==> src/rtl/mul_issue_queue_pkg.sv <==
// Shared types and widths for the multiplier issue queue.
// Latency: n/a (declarations only).
// Backpressure: n/a.
package mul_pkg;

    localparam int DATA_WIDTH = 64;
    localparam int TAG_WIDTH  = 4;

    typedef enum logic [1:0] {
        IDLE  = 2'd0,
        ISSUE = 2'd1,
        WAIT  = 2'd2,
        RESP  = 2'd3
    } mul_iq_state_t;

endpackage

==> src/rtl/mul_issue_queue_if.sv <==
// Request / multiplier / response bundle between the execute pipe, the issue queue and the multiplier.
// Latency: n/a (wires only).
// Backpressure: req_ready_o and rsp_ready_i carry the valid/ready flow control.
// Modports: slave = issue queue side, master = pipeline + multiplier + consumer side.
interface mul_issue_queue_if #(
    parameter int DATA_WIDTH = mul_pkg::DATA_WIDTH,
    parameter int TAG_WIDTH  = mul_pkg::TAG_WIDTH,
    parameter int CNT_WIDTH  = 3
);
    // request from execute
    logic                  req_valid_i;
    logic                  req_ready_o;
    logic [DATA_WIDTH-1:0] req_op_a_i;
    logic [DATA_WIDTH-1:0] req_op_b_i;
    logic [TAG_WIDTH-1:0]  req_tag_i;
    // multiplier side
    logic                  mul_enable_o;
    logic [DATA_WIDTH-1:0] mul_op_a_o;
    logic [DATA_WIDTH-1:0] mul_op_b_o;
    logic                  mul_ready_i;
    logic [DATA_WIDTH-1:0] mul_result_i;
    // response to consumer
    logic                  rsp_valid_o;
    logic                  rsp_ready_i;
    logic [DATA_WIDTH-1:0] rsp_result_o;
    logic [TAG_WIDTH-1:0]  rsp_tag_o;
    logic                  rsp_err_o;
    // status
    logic [CNT_WIDTH-1:0]  count_o;

    modport slave (
        input  req_valid_i, req_op_a_i, req_op_b_i, req_tag_i,
        input  mul_ready_i, mul_result_i, rsp_ready_i,
        output req_ready_o, mul_enable_o, mul_op_a_o, mul_op_b_o,
        output rsp_valid_o, rsp_result_o, rsp_tag_o, rsp_err_o, count_o
    );

    modport master (
        output req_valid_i, req_op_a_i, req_op_b_i, req_tag_i,
        output mul_ready_i, mul_result_i, rsp_ready_i,
        input  req_ready_o, mul_enable_o, mul_op_a_o, mul_op_b_o,
        input  rsp_valid_o, rsp_result_o, rsp_tag_o, rsp_err_o, count_o
    );

endinterface

==> src/rtl/mul_req_fifo.sv <==
// Synchronous FIFO holding pending multiply requests; head entry is shown combinationally on o_dat.
// Latency: one cycle from push to visibility at the head (no bypass).
// Backpressure: pushes are dropped while full, pops ignored while empty; o_full drives upstream ready.
// Ports: clk_i/rsn_i, i_push/i_dat, i_pop, o_dat (head), o_full, o_empty, o_count.
module mul_req_fifo #(
    parameter  int WIDTH = 8,
    parameter  int DEPTH = 4,
    localparam int AW    = $clog2(DEPTH),
    localparam int CW    = AW + 1
) (
    input  logic             clk_i,
    input  logic             rsn_i,
    input  logic             i_push,
    input  logic [WIDTH-1:0] i_dat,
    input  logic             i_pop,
    output logic [WIDTH-1:0] o_dat,
    output logic             o_full,
    output logic             o_empty,
    output logic [CW-1:0]    o_count
);

    logic [WIDTH-1:0] r_mem [DEPTH];
    logic [AW-1:0]    r_wr_ptr;
    logic [AW-1:0]    r_rd_ptr;
    logic [CW-1:0]    r_count;
    logic             w_push;
    logic             w_pop;

    // Full/empty come from the count so pointer equality never needs disambiguating.
    assign o_full  = (r_count == CW'(DEPTH));
    assign o_empty = (r_count == '0);
    assign w_push  = i_push && !o_full;
    assign w_pop   = i_pop && !o_empty;

    always_ff @(posedge clk_i or negedge rsn_i) begin
        if (!rsn_i) begin
            r_wr_ptr <= '0;
            r_rd_ptr <= '0;
            r_count  <= '0;
        end else begin
            // DEPTH is a power of two, so natural pointer overflow is the modulo wrap.
            if (w_push) r_wr_ptr <= r_wr_ptr + AW'(1);
            if (w_pop)  r_rd_ptr <= r_rd_ptr + AW'(1);
            case ({w_push, w_pop})
                2'b10:   r_count <= r_count + CW'(1);
                2'b01:   r_count <= r_count - CW'(1);
                default: r_count <= r_count;
            endcase
        end
    end

    // Storage carries no reset; validity is tracked entirely by the count.
    always_ff @(posedge clk_i) begin
        if (w_push) r_mem[r_wr_ptr] <= i_dat;
    end

    assign o_dat   = r_mem[r_rd_ptr];
    assign o_count = r_count;

endmodule

==> src/rtl/mul_issue_queue.sv <==
// Buffers tagged multiply requests and sequences them one at a time into the iterative multiplier.
// Latency: accept at edge N -> enable in cycle N+1 -> (ready in N+2) -> response valid in cycle N+3.
// Backpressure: req_ready_o = !full; a held response (rsp_ready_i=0) blocks further issues.
// Ports: clk_i, rsn_i (async active-low), bus (slave modport: req_*, mul_*, rsp_*, count_o).
module mul_issue_queue #(
    parameter int DATA_WIDTH     = mul_pkg::DATA_WIDTH,
    parameter int TAG_WIDTH      = mul_pkg::TAG_WIDTH,
    parameter int DEPTH          = 4,
    parameter int TIMEOUT_CYCLES = 16
) (
    input  logic              clk_i,
    input  logic              rsn_i,
    mul_issue_queue_if.slave  bus
);
    import mul_pkg::*;

    localparam int ENTRY_W = TAG_WIDTH + 2 * DATA_WIDTH;
    localparam int CNT_W   = $clog2(DEPTH) + 1;
    localparam int WDOG_W  = $clog2(TIMEOUT_CYCLES + 1);

    mul_iq_state_t         r_state;
    mul_iq_state_t         w_state_nxt;
    logic [WDOG_W-1:0]     r_wdog;
    logic [WDOG_W-1:0]     w_wdog_nxt;

    logic                  w_push;
    logic                  w_pop;
    logic                  w_full;
    logic                  w_empty;
    logic [CNT_W-1:0]      w_count;
    logic [ENTRY_W-1:0]    w_push_dat;
    logic [ENTRY_W-1:0]    w_head_dat;
    logic [DATA_WIDTH-1:0] w_head_a;
    logic [DATA_WIDTH-1:0] w_head_b;
    logic [TAG_WIDTH-1:0]  w_head_tag;

    logic                  w_mul_enable;
    logic                  w_capture;
    logic                  w_abort;
    logic                  w_rsp_done;

    logic                  r_rsp_valid;
    logic [DATA_WIDTH-1:0] r_rsp_result;
    logic [TAG_WIDTH-1:0]  r_rsp_tag;
    logic                  r_rsp_err;

    // Entry layout: {tag, op_b, op_a}
    assign w_push_dat = {bus.req_tag_i, bus.req_op_b_i, bus.req_op_a_i};
    assign w_head_a   = w_head_dat[DATA_WIDTH-1:0];
    assign w_head_b   = w_head_dat[2*DATA_WIDTH-1:DATA_WIDTH];
    assign w_head_tag = w_head_dat[ENTRY_W-1:2*DATA_WIDTH];

    // A full FIFO refuses the push even when a pop lands on the same edge.
    assign w_push = bus.req_valid_i && !w_full;
    assign w_pop  = w_capture || w_abort;

    mul_req_fifo #(
        .WIDTH (ENTRY_W),
        .DEPTH (DEPTH)
    ) u_fifo (
        .clk_i   (clk_i),
        .rsn_i   (rsn_i),
        .i_push  (w_push),
        .i_dat   (w_push_dat),
        .i_pop   (w_pop),
        .o_dat   (w_head_dat),
        .o_full  (w_full),
        .o_empty (w_empty),
        .o_count (w_count)
    );

    always_ff @(posedge clk_i or negedge rsn_i) begin
        if (!rsn_i) r_state <= IDLE;
        else        r_state <= w_state_nxt;
    end

    always_comb begin
        w_state_nxt  = r_state;
        w_wdog_nxt   = r_wdog;
        w_mul_enable = 1'b0;
        w_capture    = 1'b0;
        w_abort      = 1'b0;
        w_rsp_done   = 1'b0;
        case (r_state)
            IDLE: begin
                if (!w_empty && !r_rsp_valid) w_state_nxt = ISSUE;
            end
            ISSUE: begin
                w_mul_enable = 1'b1;
                w_wdog_nxt   = '0;
                w_state_nxt  = WAIT;
            end
            WAIT: begin
                // A ready pulse in the last allowed cycle still wins over the abort.
                w_wdog_nxt = r_wdog + WDOG_W'(1);
                if (bus.mul_ready_i) begin
                    w_capture   = 1'b1;
                    w_state_nxt = RESP;
                end else if (w_wdog_nxt == WDOG_W'(TIMEOUT_CYCLES)) begin
                    w_abort     = 1'b1;
                    w_state_nxt = RESP;
                end
            end
            RESP: begin
                if (r_rsp_valid && bus.rsp_ready_i) begin
                    w_rsp_done  = 1'b1;
                    w_state_nxt = IDLE;
                end
            end
            default: w_state_nxt = IDLE;
        endcase
    end

    always_ff @(posedge clk_i or negedge rsn_i) begin
        if (!rsn_i) begin
            r_wdog       <= '0;
            r_rsp_valid  <= 1'b0;
            r_rsp_result <= '0;
            r_rsp_tag    <= '0;
            r_rsp_err    <= 1'b0;
        end else begin
            r_wdog <= w_wdog_nxt;
            if (w_capture || w_abort) begin
                r_rsp_valid  <= 1'b1;
                r_rsp_result <= w_capture ? bus.mul_result_i : '0;
                r_rsp_tag    <= w_head_tag;
                r_rsp_err    <= w_abort;
            end else if (w_rsp_done) begin
                r_rsp_valid  <= 1'b0;
            end
        end
    end

    // Head operands are stable from ISSUE until the pop because nothing else moves the read pointer.
    assign bus.mul_enable_o = w_mul_enable;
    assign bus.mul_op_a_o   = w_head_a;
    assign bus.mul_op_b_o   = w_head_b;
    assign bus.req_ready_o  = !w_full;
    assign bus.rsp_valid_o  = r_rsp_valid;
    assign bus.rsp_result_o = r_rsp_result;
    assign bus.rsp_tag_o    = r_rsp_tag;
    assign bus.rsp_err_o    = r_rsp_err;
    assign bus.count_o      = w_count;

endmodule
==> src/flat_wrapper.sv <==
// flat-port wrapper written by rule: the top's interface ports become plain ports
module mul_issue_queue_flat import mul_pkg::*;
#(
    parameter int DATA_WIDTH     = mul_pkg::DATA_WIDTH,
    parameter int TAG_WIDTH      = mul_pkg::TAG_WIDTH,
    parameter int DEPTH          = 4,
    parameter int TIMEOUT_CYCLES = 16
)
  (clk_i, rsn_i, bus_req_valid_i, bus_req_op_a_i, bus_req_op_b_i, bus_req_tag_i, bus_mul_ready_i, bus_mul_result_i, bus_rsp_ready_i, bus_req_ready_o, bus_mul_enable_o, bus_mul_op_a_o, bus_mul_op_b_o, bus_rsp_valid_o, bus_rsp_result_o, bus_rsp_tag_o, bus_rsp_err_o, bus_count_o);
  mul_issue_queue_if #(.DATA_WIDTH(DATA_WIDTH), .TAG_WIDTH(TAG_WIDTH)) bus_i ();
  input  logic clk_i;
  input  logic rsn_i;
  input wire logic [$bits(bus_i.req_valid_i)-1:0] bus_req_valid_i;
  input wire logic [$bits(bus_i.req_op_a_i)-1:0] bus_req_op_a_i;
  input wire logic [$bits(bus_i.req_op_b_i)-1:0] bus_req_op_b_i;
  input wire logic [$bits(bus_i.req_tag_i)-1:0] bus_req_tag_i;
  input wire logic [$bits(bus_i.mul_ready_i)-1:0] bus_mul_ready_i;
  input wire logic [$bits(bus_i.mul_result_i)-1:0] bus_mul_result_i;
  input wire logic [$bits(bus_i.rsp_ready_i)-1:0] bus_rsp_ready_i;
  output wire logic [$bits(bus_i.req_ready_o)-1:0] bus_req_ready_o;
  output wire logic [$bits(bus_i.mul_enable_o)-1:0] bus_mul_enable_o;
  output wire logic [$bits(bus_i.mul_op_a_o)-1:0] bus_mul_op_a_o;
  output wire logic [$bits(bus_i.mul_op_b_o)-1:0] bus_mul_op_b_o;
  output wire logic [$bits(bus_i.rsp_valid_o)-1:0] bus_rsp_valid_o;
  output wire logic [$bits(bus_i.rsp_result_o)-1:0] bus_rsp_result_o;
  output wire logic [$bits(bus_i.rsp_tag_o)-1:0] bus_rsp_tag_o;
  output wire logic [$bits(bus_i.rsp_err_o)-1:0] bus_rsp_err_o;
  output wire logic [$bits(bus_i.count_o)-1:0] bus_count_o;
  assign bus_i.req_valid_i = bus_req_valid_i;
  assign bus_i.req_op_a_i = bus_req_op_a_i;
  assign bus_i.req_op_b_i = bus_req_op_b_i;
  assign bus_i.req_tag_i = bus_req_tag_i;
  assign bus_i.mul_ready_i = bus_mul_ready_i;
  assign bus_i.mul_result_i = bus_mul_result_i;
  assign bus_i.rsp_ready_i = bus_rsp_ready_i;
  assign bus_req_ready_o = bus_i.req_ready_o;
  assign bus_mul_enable_o = bus_i.mul_enable_o;
  assign bus_mul_op_a_o = bus_i.mul_op_a_o;
  assign bus_mul_op_b_o = bus_i.mul_op_b_o;
  assign bus_rsp_valid_o = bus_i.rsp_valid_o;
  assign bus_rsp_result_o = bus_i.rsp_result_o;
  assign bus_rsp_tag_o = bus_i.rsp_tag_o;
  assign bus_rsp_err_o = bus_i.rsp_err_o;
  assign bus_count_o = bus_i.count_o;
  mul_issue_queue #(.DATA_WIDTH(DATA_WIDTH), .TAG_WIDTH(TAG_WIDTH), .DEPTH(DEPTH), .TIMEOUT_CYCLES(TIMEOUT_CYCLES)) u_core (.clk_i(clk_i), .rsn_i(rsn_i), .bus(bus_i));
endmodule
==> config.mk <==
export PLATFORM = sky130hd
export DESIGN_NAME = mul_issue_queue_flat
export DESIGN_NICKNAME = d
export VERILOG_FILES = /design/src/rtl/mul_issue_queue_pkg.sv /design/src/rtl/mul_issue_queue_if.sv /design/src/rtl/mul_req_fifo.sv /design/src/rtl/mul_issue_queue.sv /design/src/flat_wrapper.sv
export SDC_FILE = /design/constraint.sdc
export NUM_CORES = 1
export LEC_CHECK = 0
export BUFFER_PORTS_ARGS = -buffer_cell sky130_fd_sc_hd__buf_2
export CORE_ASPECT_RATIO = 0.6
export CORE_MARGIN = 3
export CORE_UTILIZATION = 52
export CTS_BUF_LIST = sky130_fd_sc_hd__clkbuf_8
export DETAILED_ROUTE_END_ITERATION = 16
export HOLD_SLACK_MARGIN = 0.1
export PLACE_DENSITY = 0.77
export REMOVE_ABC_BUFFERS = 1
export SYNTH_ARGS = -nofsm -noshare
export SYNTH_HDL_FRONTEND = slang
export SYNTH_SLANG_ARGS = --single-unit
export TNS_END_PERCENT = 1
==> constraint.sdc <==
create_clock -name clk_i -period 3.8 [get_ports clk_i]
set_input_delay 0.38 -clock clk_i [delete_from_list [all_inputs] [get_ports clk_i]]
set_output_delay 0.38 -clock clk_i [all_outputs]
set_load 0.01 [all_outputs]
==> results.yml <==
die:
  die_area_um2: 47700
  die_height_um: 170
  initial_core_util_pct: 53.4
  ioPinCount: 404
  core_um2: 43800
  dieWidth_um: 280
  rows: 59
sta:
  rsz0062_at_grt: "no"
  worst_pin_slew_ps: 1360
  maxSlewHeadroom_pct: 9.09
  layout_setup_ws_ps: 842
  slew_viol_final: 0
  hold_slack_ps: 217
  finalCriticalPeriod_ps: 2960
  max_freq_mhz: 338
  skew_ps: 34.3
  hold_viol_final: 0
  final-setup-viol-count: 0
  post-route-period-util_pct: 77.9
global_route:
  grt_pass1_wl_um: 78000
  grt_usage_pct: 21.8
  grt_pass1_vias: 13277
  antenna_found_initial: 9
  grt_start_max_net_pins: 71
  globalRouteOverflowTotal: 0
clocking:
  cts_made_buffers: 87
  clock_latency_ps: 630
  clock_path_buffers: 3
  clk_pin_slew_ps: 60
  cts_tree: "yes"
  cts_sinks: 612
  htreeDepth: 3
  root_buffer: "clkbuf_8"
  cts_setup_buffers: 0
setup_path:
  slowest_delay_ps: 770
  crit_type: "reg2out"
  worst_ep_required_time_ps: 3420
  path_max_fanout: 35
  cp-start-kind: "flip-flop"
  cp.arrival_ps: 2580
  slowest_stage: "dfrtp_4"
  setup.worst_path.end_class: "primary output"
  cp_cell_sequence: "buf_4 > mux4_2 > buf_2"
logic_synthesis:
  synth_commonest_cells: "edfxtp_1 (528), mux4_2 (132), buf_4 (128)"
  synth_edf_count: 528
  ys_seq_area_share_pct: 76.7
  synth_cells: 1073
  ys_ff_latch: 612
  synth-async-reset-ratio_pct: 13.7
  synth.avg_cell_area_um2: 21.8
  syn_area_um2: 23400
  synth_cell_types: 41
  yosys.area.top_type: "edfxtp_1"
  yosys.cell_count.top_type: "edfxtp_1"
  synth_warnings: 0
  synth_area_leaders: "edfxtp_1 (68%), mux4_2 (13%), dfrtp_1 (9.0%), buf_4 (4.1%), a22o_1 (2.2%)"
  synth-main-ff-cell: "edfxtp_1"
  synth_top_area_share_pct: 67.7
routing:
  drc: 0
  wl_um: 52100
  via_per_inst: 5.42
  wire_per_inst_um: 22.9
  vias: 12300
  drt-initial-drc-count: 886
  postRouteAntennaNets: 0
  dr.pass1.iters: 5
power_and_ir_drop:
  seq_power_share_pct: 44.9
  ir_worst_vdd_uv: 513
  comb_power_share_pct: 32.5
  swShare_pct: 31.8
  clkPwrFrac_pct: 22.5
  p_int_mw: 14.6
  power.total_mw: 21.3
  power_leakage_nw: 10.9
  p_switching_mw: 6.78
  powerDensity_nw_per_um2: 737
cells_and_area:
  area.growth.synth_to_final_pct: 23.8
  final_layout_size_suffix_gt1_share_pct: 41.4
  fin_nets: 1832
run_status:
  run_status: "finished clean"
min_path:
  hold_class: "in2reg"
placement:
  io_buffers: 403
  gp_congestion: 0.743
  post-place-ws_ps: 1100
  dpl.hpwl_um: 30900
job:
  cap_violations: 0
metal layers:
layer / up-vias / GRT usage (%) / part of all wire (%) / wire length (um)
met5: - / 0 / 0.065 / 34
met1: 6312 / 28.5 / 39 / 20500
met4: 6 / 8.12 / 3.0 / 1550
li1: 5334 / - / - / -
met2: 525 / 36.1 / 51 / 26600
met3: 123 / 5.22 / 6.5 / 3390
critical path: cells and delay by family (launching register included):
kind                   cells  cell delay (ps)
multiplexers               1              400
flip-flops                 1              770
buffers and inverters      2              720
registers in the layout (all words and copies together) (netlist names):
name                     count
u_core.u_fifo.o_count        3
u_core.r_wdog                5
u_core.bus.rsp_tag_o         4
u_core.r_state               2
u_core.u_fifo.r_mem        528
u_core.bus.rsp_err_o         1
u_core.u_fifo.r_wr_ptr       2
u_core.bus.rsp_valid_o       1
u_core.u_fifo.r_rd_ptr       2
u_core.bus.rsp_result_o     64
cells in the final DEF, fill, tap and decap left out, drive strengths merged, types with 2 or more instances in the layout:
master	count
buf	432
nor3b	2
mux2i	2
and2	2
nor2	4
mux2	5
mux4	132
dlygate4sd3	198
o21ai	5
a22o	64
nand3	4
ha	12
inv	56
and3	5
nor3	4
clkinv	16
xnor2	2
a21oi	5
xor2	4
edfxtp	528
nand2	10
diode	6
clkbuf	96
dfrtp	84
o22ai	3
final timing paths:
path / from / cells after the start / slack (ps) / to
setup / recovery: u_core.u_fifo.r_rd_ptr[1] / 3 / 840 / bus_mul_op_a_o[53]
hold / removal: bus_req_valid_i / 3 / 220 / u_core.u_fifo.r_wr_ptr[0]
setup reg to reg: u_core.r_wdog[0] / 11 / 1060 / u_core.u_fifo.o_count[2]
hold reg to reg: u_core.bus.rsp_result_o[17] / 1 / 500 / u_core.bus.rsp_result_o[17]
max in group asynchronous: rsn_i / 3 / 2500 / u_core.bus.rsp_result_o[44]
min in group asynchronous: rsn_i / 2 / 370 / u_core.bus.rsp_result_o[36]
area by class of cell:
| cell class | instances | area (um^2) |
|---|---|---|
| Sequential cell | 612 | 18000 |
| Fill cell | 2804 | 14900 |
| Timing Repair Buffer | 630 | 4390 |
| Multi-Input combinational cell | 274 | 4210 |
| Clock buffer | 96 | 1320 |
| Tap cell | 579 | 724 |
| Clock inverter | 60 | 303 |
| Inverter | 13 | 48.8 |
| Antenna cell | 6 | 15.0 |
logic make-up (layout without fill, tap and decap cells):
group / Yosys count / after routing / synth area share (%)
DFF: 612 / 612 / 76.7
adders and majority gates: 13 / 13 / 0.727
and+or+nand+nor: 35 / 35 / 0.871
muxes: 139 / 139 / 13.1
AOI/OAI and AO/OA: 81 / 81 / 2.95
buffers and inverters: 187 / 799 / 5.40
other: 0 / 6 / 0
xor gates and xnor gates: 6 / 6 / 0.225
stage by stage:
stage	setup TNS, ps	utilization (%)	std cells	instance area, um^2
2_1_floorplan	-607000	-	899	22200
3_3_place_gp	0	57.8	1910	25400
3_5_place_dp	0	57.8	1910	25400
4_1_cts	0	66.1	2264	29000
5_1_grt	0	66.1	2270	29000
6_report	0	66.1	2270	29000
power groups by stage:
stage	combinational, mW	clock, mW	sequential (mW)
3_5_place_dp	6.82	0	9.69
2_1_floorplan	3.53	0	10.2
6_report	6.95	4.81	9.59
5_1_grt	7.42	5.25	9.72
4_1_cts	7.01	4.93	9.56
3_3_place_gp	6.71	0	9.59
timing repair:
action,in CTS,in global routing
hold endpoints to repair,641,0
resized for setup,0,0
hold buffers,198,0
(Power assumes the default switching activity.)
